### src/rtl/sram_1r1w_arbiter.sv
// sram_1r1w_arbiter: shares one synchronous 1R1W SRAM between NUM_CLIENTS
// requesters. The write port and the read port each have an independent
// round-robin arbiter. A read and a write that win in the same cycle at the
// same address are a collision. The SRAM never sees a read and a write to one
// address in one cycle, and every collision is counted in coll_cnt.
//
// Build option SRAM_ARB_COLL_FWD_EN:
//   undefined - a colliding read is stalled for one cycle. It is re-arbitrated
//               on the next cycle and returns the freshly written word.
//   defined   - a colliding read is granted without an SRAM access. The write
//               data is captured and returned as the response one cycle later.
//
// Handshake: a transfer happens on the posedge where valid & ready are both
// high. Clients hold valid, addr and data until they are accepted. ready is a
// combinational function of valid and the pointer state, and is held low
// while rst is high. rsp_valid has no backpressure.

module sram_1r1w_arbiter #(
    parameter int DATA_WIDTH  = 128,
    parameter int ADDR_WIDTH  = 12,
    parameter int NUM_CLIENTS = 2,
    parameter int CNT_WIDTH   = 16
) (
    input  logic                              clk,
    input  logic                              rst,
    input  logic [NUM_CLIENTS-1:0]            wr_valid,
    output logic [NUM_CLIENTS-1:0]            wr_ready,
    input  logic [NUM_CLIENTS*ADDR_WIDTH-1:0] wr_addr,
    input  logic [NUM_CLIENTS*DATA_WIDTH-1:0] wr_data,
    input  logic [NUM_CLIENTS-1:0]            rd_valid,
    output logic [NUM_CLIENTS-1:0]            rd_ready,
    input  logic [NUM_CLIENTS*ADDR_WIDTH-1:0] rd_addr,
    output logic [NUM_CLIENTS-1:0]            rsp_valid,
    output logic [DATA_WIDTH-1:0]             rsp_data,
    output logic                              sram_we,
    output logic [ADDR_WIDTH-1:0]             sram_wadr,
    output logic [DATA_WIDTH-1:0]             sram_d,
    output logic                              sram_re,
    output logic [ADDR_WIDTH-1:0]             sram_radr,
    input  logic [DATA_WIDTH-1:0]             sram_q,
    output logic [CNT_WIDTH-1:0]              coll_cnt
);

    localparam int PTR_W = (NUM_CLIENTS > 1) ? $clog2(NUM_CLIENTS) : 1;

    // Returns (base + off) mod NUM_CLIENTS. off is always below NUM_CLIENTS.
    function automatic logic [PTR_W-1:0] wrap_idx(input logic [PTR_W-1:0] base,
                                                  input int off);
        int s;
        s = int'(base) + off;
        if (s >= NUM_CLIENTS) s = s - NUM_CLIENTS;
        return PTR_W'(s);
    endfunction

    // State
    logic [PTR_W-1:0]       wptr_q, wptr_d;
    logic [PTR_W-1:0]       rptr_q, rptr_d;
    logic [NUM_CLIENTS-1:0] rsp_valid_q, rsp_valid_d;
    logic [CNT_WIDTH-1:0]   coll_cnt_q, coll_cnt_d;

    // Arbitration results, before collision and reset gating
    logic [NUM_CLIENTS-1:0] wr_sel, rd_sel;
    logic [PTR_W-1:0]       wr_win, rd_win;
    logic                   wr_any, rd_any;
    logic [ADDR_WIDTH-1:0]  wadr_sel, radr_sel;
    logic [DATA_WIDTH-1:0]  wdata_sel;
    logic                   coll;

    // Round-robin search: the first valid client starting at each pointer wins
    always_comb begin
        wr_sel = '0;
        rd_sel = '0;
        wr_win = '0;
        rd_win = '0;
        wr_any = 1'b0;
        rd_any = 1'b0;
        for (int i = 0; i < NUM_CLIENTS; i++) begin
            if (!wr_any && wr_valid[wrap_idx(wptr_q, i)]) begin
                wr_any = 1'b1;
                wr_win = wrap_idx(wptr_q, i);
            end
            if (!rd_any && rd_valid[wrap_idx(rptr_q, i)]) begin
                rd_any = 1'b1;
                rd_win = wrap_idx(rptr_q, i);
            end
        end
        if (wr_any) wr_sel[wr_win] = 1'b1;
        if (rd_any) rd_sel[rd_win] = 1'b1;
    end

    // Select the winners' address and data. The result is zero when no client is selected.
    always_comb begin
        wadr_sel  = '0;
        wdata_sel = '0;
        radr_sel  = '0;
        for (int i = 0; i < NUM_CLIENTS; i++) begin
            if (wr_sel[i]) begin
                wadr_sel  = wr_addr[i*ADDR_WIDTH +: ADDR_WIDTH];
                wdata_sel = wr_data[i*DATA_WIDTH +: DATA_WIDTH];
            end
            if (rd_sel[i]) radr_sel = rd_addr[i*ADDR_WIDTH +: ADDR_WIDTH];
        end
    end

    // Grants, collision detection and the SRAM port drive
    always_comb begin
        coll     = !rst && wr_any && rd_any && (wadr_sel == radr_sel);
        wr_ready = rst ? '0 : wr_sel;
`ifdef SRAM_ARB_COLL_FWD_EN
        // The colliding read is granted. The captured write data answers it.
        rd_ready = rst ? '0 : rd_sel;
        sram_re  = (|rd_ready) && !coll;
`else
        // The colliding read waits. The write always goes ahead.
        rd_ready = (rst || coll) ? '0 : rd_sel;
        sram_re  = |rd_ready;
`endif
        sram_we   = |wr_ready;
        sram_wadr = sram_we ? wadr_sel : '0;
        sram_d    = sram_we ? wdata_sel : '0;
        sram_radr = sram_re ? radr_sel : '0;
    end

    // Next-state logic: advance the pointers past each winner, stage the responses, count collisions
    always_comb begin
        wptr_d      = (|wr_ready) ? wrap_idx(wr_win, 1) : wptr_q;
        rptr_d      = (|rd_ready) ? wrap_idx(rd_win, 1) : rptr_q;
        rsp_valid_d = rd_ready;
        coll_cnt_d  = coll_cnt_q;
        if (coll && !(&coll_cnt_q)) coll_cnt_d = coll_cnt_q + 1'b1;
    end

    // State registers. An async reset also drops any response still in flight.
    always_ff @(posedge clk or posedge rst) begin
        if (rst) begin
            wptr_q      <= '0;
            rptr_q      <= '0;
            rsp_valid_q <= '0;
            coll_cnt_q  <= '0;
        end else begin
            wptr_q      <= wptr_d;
            rptr_q      <= rptr_d;
            rsp_valid_q <= rsp_valid_d;
            coll_cnt_q  <= coll_cnt_d;
        end
    end

`ifdef SRAM_ARB_COLL_FWD_EN
    logic                  fwd_sel_q, fwd_sel_d;
    logic [DATA_WIDTH-1:0] fwd_data_q, fwd_data_d;

    // Capture the write data of a collision so it can answer the forwarded read
    always_comb begin
        fwd_sel_d  = coll;
        fwd_data_d = coll ? wdata_sel : fwd_data_q;
    end

    // Forwarding registers
    always_ff @(posedge clk or posedge rst) begin
        if (rst) begin
            fwd_sel_q  <= 1'b0;
            fwd_data_q <= '0;
        end else begin
            fwd_sel_q  <= fwd_sel_d;
            fwd_data_q <= fwd_data_d;
        end
    end

    // Response data comes from the forwarded word or from the SRAM
    always_comb begin
        rsp_data = fwd_sel_q ? fwd_data_q : sram_q;
    end
`else
    // Response data comes straight from the SRAM output
    always_comb begin
        rsp_data = sram_q;
    end
`endif

    assign rsp_valid = rsp_valid_q;
    assign coll_cnt  = coll_cnt_q;

endmodule

### config.mk
export PLATFORM = sky130hd
export DESIGN_NAME = sram_1r1w_arbiter
export DESIGN_NICKNAME = d
export VERILOG_FILES = /design/src/rtl/sram_1r1w_arbiter.sv
export SDC_FILE = /design/constraint.sdc
export NUM_CORES = 1
export LEC_CHECK = 0
export CAP_MARGIN = 10
export CORE_AREA = 2 2 291 293
export DETAILED_ROUTE_END_ITERATION = 8
export DIE_AREA = 0 0 293 295
export SLEW_MARGIN = 20
export SYNTH_ARGS = -nofsm -noshare
export SYNTH_HDL_FRONTEND = slang
export SYNTH_SLANG_ARGS = --single-unit
### constraint.sdc
create_clock -name clk -period 6 [get_ports clk]
set_input_delay 0.9 -clock clk [delete_from_list [all_inputs] [get_ports clk]]
set_output_delay 0.9 -clock clk [all_outputs]
set_load 0.005 [all_outputs]
### After elaboration in Yosys (flattened, before gate mapping)

Cells that the tools add are included.

| storage, ports and cells | value |
|---|---|
| output and inout port bits | 304 |
| bits of input ports | 438 |
| flip-flop bits (word level) | 20 |
| word-level logic and storage cells | 85 |

| cells by class | value |
|---|---|
| reduce and logical (&&, ||, !) cells | 16 |
| eq/ne operators | 1 |
| order comparisons | 14 |
| add/subtract/negate cells | 11 |
| multiplexer cells | 39 |

Operator list:

| kind | count |
|---|---|
| $mux W128 | 3 |
| $mux W12 | 6 |
| $mux W1 | 24 |
| $add A16 B1 Y16 const B | 1 |
| $reduce_and A16 Y1 | 1 |
| $eq A12 B12 Y1 | 1 |
| $lt A1 B2 Y1 const B | 6 |
| $add A1 B1 Y2 const B | 4 |
| $ge A2 B2 Y1 const B | 4 |
| $logic_and A1 B1 Y1 | 8 |
| $mux W2 | 4 |
| $sub A1 B1 Y1 const B | 6 |
| $ge A1 B2 Y1 const B | 2 |
| $logic_not A1 Y1 | 4 |
| $reduce_or A2 Y1 | 2 |
| $demux W1 S1 | 2 |
| $ge A1 B1 Y1 const B | 2 |
| $logic_or A1 B1 Y1 | 1 |

### Depth between registers and ports, before layout

| logic depth | value |
|---|---|
| depth in word-level cells | 21 |
| depth in mapped cells | 11 |
| mapped depth without buffers | 8 |

### Least setup slack after synthesis

OpenSTA, ideal clock, no wires.

| path | value |
|---|---|
| path kind | in2out |
| start | input rst |
| end | output sram_radr[10] |
| stages on the path | 6 |
| path slack | 2.372 ns |
| data required time | 5.100 ns |
| arrival | 2.728 ns |
| buffers on the path | 1 |
| cell sequence | inv_1 > o21ai_1 > nor3_1 > a311o_1 > buf_2 > nor2_1 |

| on the way | value |
|---|---|
| cells in the longest elaborated chain, start to end | 8 |

RTL lines:

| item | line | source |
|---|---|---|
| from (decl) | 25 | `input logic rst,` |
| $logic_not A1 Y1 (no line) | -- |  |
| $logic_and A1 B1 Y1 (3 in series) | 107 | `coll = !rst && wr_any && rd_any && (wadr_sel == radr_sel);` |
| $logic_or A1 B1 Y1 (*) | 115 | `rd_ready = (rst \|\| coll) ? '0 : rd_sel;` |
| $mux W2 (*) | 115 |  |
| $reduce_or A2 Y1 (*) | 116 | `sram_re = \|rd_ready;` |
| $mux W12 (*) | 121 | `sram_radr = sram_re ? radr_sel : '0;` |
| to (decl) | 39 | `output logic [ADDR_WIDTH-1:0] sram_radr,` |

Every way passes the cells marked *; elsewhere a longest branch is shown, timed or not.

### Final worst setup path

| path | value |
|---|---|
| start | input wr_valid[0] |
| end | output sram_radr[9] |

| on the way | value |
|---|---|
| cells in the longest elaborated chain, start to end | 19 |
| elaborated cells between the ends (all ways) | 26 |
| classes of those cells | 2 x order compare; 1 x eq/ne; 15 x mux; 8 x reduce/logical |

RTL lines:

| item | line | source |
|---|---|---|
| from (decl) | 26 | `input logic [NUM_CLIENTS-1:0] wr_valid,` |
| $mux W1 (implied by the code) (2 in series) | 78 | `if (!wr_any && wr_valid[wrap_idx(wptr_q, i)]) begin` |
| $mux W1 | 78 |  |
| $logic_not A1 Y1 | 78 |  |
| $logic_and A1 B1 Y1 | 78 |  |
| $mux W1 | 78 |  |
| $lt A1 B2 Y1 (implied by the code) / $ge A1 B1 Y1 (equally long branches) | 87 | `if (wr_any) wr_sel[wr_win] = 1'b1;` |
| $logic_and A1 B1 Y1 (implied by the code) | 87 |  |
| $mux W1 (implied by the code) | 87 |  |
| $demux W1 S1 | 87 |  |
| $mux W2 | 87 |  |
| $mux W12 (2 in series) | 97 | `if (wr_sel[i]) begin` |
| $eq A12 B12 Y1 | 107 |  |
| $logic_and A1 B1 Y1 (*) | 107 |  |
| $logic_or A1 B1 Y1 (*) | 115 |  |
| $mux W2 (*) | 115 |  |
| $reduce_or A2 Y1 (*) | 116 |  |
| $mux W12 (*) | 121 |  |

Every way passes the cells marked *; elsewhere a longest branch is shown, timed or not. The select of a mux whose other input is x is not followed.

==> reports/results.tsv <==
stage	metric	value	unit
outcome	outcome	completed	
die	initial_utilization	4.92	%
die	placementRows	106	
yosys	synthSimpleGateAreaFrac	21.4	%
global_routing	grt_pass1_vias	6328	
clocking	ctsHtreeMaxLevel	1	
die	ioPinCount	742	
setup_path	cp-end-kind	output pin	
global_routing	overflow	0	
job	cap_viol_max_count	0	
clocking	cts_buffer_depth	2	
setup_path	critPathRequiredTime	5.10	ns
setup_path	cp.arrival	4.55	ns
timing	setup_viol	0	
timing	rsz0062_at_grt	false	
power	vdd_drop_max	0.0911	mV
yosys	synth_compound_area_share	30.5	%
place	post-place-ws	0.547	ns
yosys	synth_nets	1043	
cells_and_area	final_cells	2009	
cells_and_area	nNetsFinal	1366	
timing	whs	0.500	ns
routing	drc	0	
yosys	synth_top_family_by_area	compound AO/OA/AOI/OAI gates	
clocking	clk_pin_slew	0.06	ns
routing	dr.pass1.iters	5	
yosys	synth_area_per_cell	6.78	µm²
power	power.total	0.00105	W
die	die_w	293	µm
yosys	syn-cell-area	0.00410	mm²
yosys	ys_ff_latch	20	
setup_path	cp-start-kind	input pin	
die	die_h	295	µm
yosys	synth.area.mux_share	0.794	%
setup_path	crit_fanout	14	
cells_and_area	final_layout_size_suffix_gt1_share	3.24	%
yosys	seq_area_frac_synth	12.2	%
timing	period_share	90.9	%
die	coreArea	0.0832	mm²
yosys	synth_cells	604	
global_routing	grt_use_total	10.9	%
global_routing	antenna_found_initial	29	
cells_and_area	final_common_cell	clkdlybuf4s50_1	
place	gp_congestion	0.845	
place	post-dp-hpwl	43600	µm
timing	timing_hold_violations_final	0	
timing	fmax	183	MHz
yosys	synthAdderAreaFrac	0.306	%
routing	postRouteAntennaNets	0	
clocking	cts.sinks	20	
routing	avgRoutedWirePerCell	24.8	µm
global_routing	grt_first_pass_wirelength	61800	µm
power	p_per_area	111	mW/mm²
die	die_area	0.0864	mm²
clocking	tritoncts	done	
timing	fin_setup_tns	0	ns
clocking	numCtsBuffers	3	
place	place_inst	2002	
clocking	holdBufCountCts	0	
routing	routed_wl	49800	µm
routing	drt-initial-drc-count	274	
yosys	synth_cell_types	33	
timing	worst_slew_pin_slew	0.803	ns
timing	finalWorstSetupSlack	0.546	ns
cells_and_area	layout_common_cells	clkdlybuf4s50_1, nor2_1, a22oi_1	
place	io_buffers	485	
setup_path	worstSetupPathType	input pin to output pin	
routing	routed_via_density	3.04	
hold_path	hold_path.class	register to register	
yosys	synth_xor_xnor_area_share	5.35	%
power	p_leak	3.10	nW
routing	via_count	6109	
cells_and_area	area_delta_synth_final	129	%
timing	finalClockSkew	0.00163	ns
clocking	postCtsSetupBuffers	0	
timing	report.final.slew_viol_count	0	
yosys	ys.warnings.count	0	
timing	relSlewSlack	46.5	%
timing	timing.final.crit_period	5.45	ns
clocking	insertion_delay	0.26	ns
global_routing	grt_start_max_net_pins	143	
clocking	post_cts_resized	0	
clocking	cts_root_buffer	clkbuf_16	
worst max-delay path, stage by stage:
cell and delay, ns:
clkdlybuf4s50_1 0.60, nand2b_1 0.35, a32oi_1 0.40, xor2_1 0.10
nor4_1 0.64, and2_1 0.35, a311o_1 0.59, nor2_1 0.10
clkdlybuf4s50_1 0.52
final timing paths:
check                                 start  slack [ns]  cells after the start           end
worst max register to register       wptr_q        2.72                      6   coll_cnt[1]
max in group asynchronous               rst        4.57                      3   coll_cnt[6]
min in group asynchronous               rst        1.16                      3  rsp_valid[1]
worst max-delay path            wr_valid[0]        0.55                      9  sram_radr[9]
worst min register to register  coll_cnt[7]        0.50                      1   coll_cnt[7]
worst min-delay path            coll_cnt[7]        0.50                      1   coll_cnt[7]
cell type report:
cell class                      instances  area, µm²
Fill cell                            9650      73800
Clock inverter                          1       30.0
Antenna cell                            3       7.51
Multi-Input combinational cell        395       2400
Timing Repair Buffer                  499       4980
Inverter                                8       30.0
Clock buffer                            3       75.1
Tap cell                             1080       1350
Sequential cell                        20        500
cells by family after synthesis:
family,after synthesis
and+or+nand+nor,205
muxes,3
buffers and inverters,189
DFF,20
AOI/OAI and AO/OA,161
adders and majority gates,1
xor gates and xnor gates,25
layer usage:
metal	wire [µm]	global-route usage (%)
met1	18100	11.6
met2	20900	16.9
met3	8510	7.32
met4	2190	4.25
met5	63	0
Yosys cell counts (all sizes together):
master	count	area, µm²
nor2	163	612
buf	143	1030
a22oi	128	961
clkbuf	38	143
a32oi	24	210
xor2	21	184
dfrtp	20	500
inv	8	30.0
nand4	7	43.8
nor3	7	50.1
nand2	6	22.5
nand3	6	30.0
and2	4	25.0
nor4	4	40.0
xnor2	4	35.0
and3	3	18.8
a21boi	2	30.0
a21oi	2	10.0
a31oi	2	12.5
mux2	2	22.5
nand2b	2	12.5
or2	2	12.5
a311o	1	10.0
a41oi	1	8.76
and4	1	8.76
ha	1	12.5
mux2i	1	10.0
o21ai	1	5.00
power breakdown:
group          internal [W]  switching (W)
clock network      0.000133      0.0000589
registers          0.000139     0.00000457
logic              0.000381       0.000329
total              0.000653       0.000393
state kept, by name, indices dropped and copies added (netlist names):
signal	flops
wptr_q	1
rptr_q	1
rsp_valid	2
coll_cnt	16
through the flow:
step           instance area [µm²]  util (%)
2_1_floorplan                 4100         -
3_3_place_gp                  9270      11.1
3_5_place_dp                  9270      11.1
4_1_cts                       9370      11.3
5_1_grt                       9380      11.3
6_report                      9380      11.3
(Power assumes the default switching activity.)
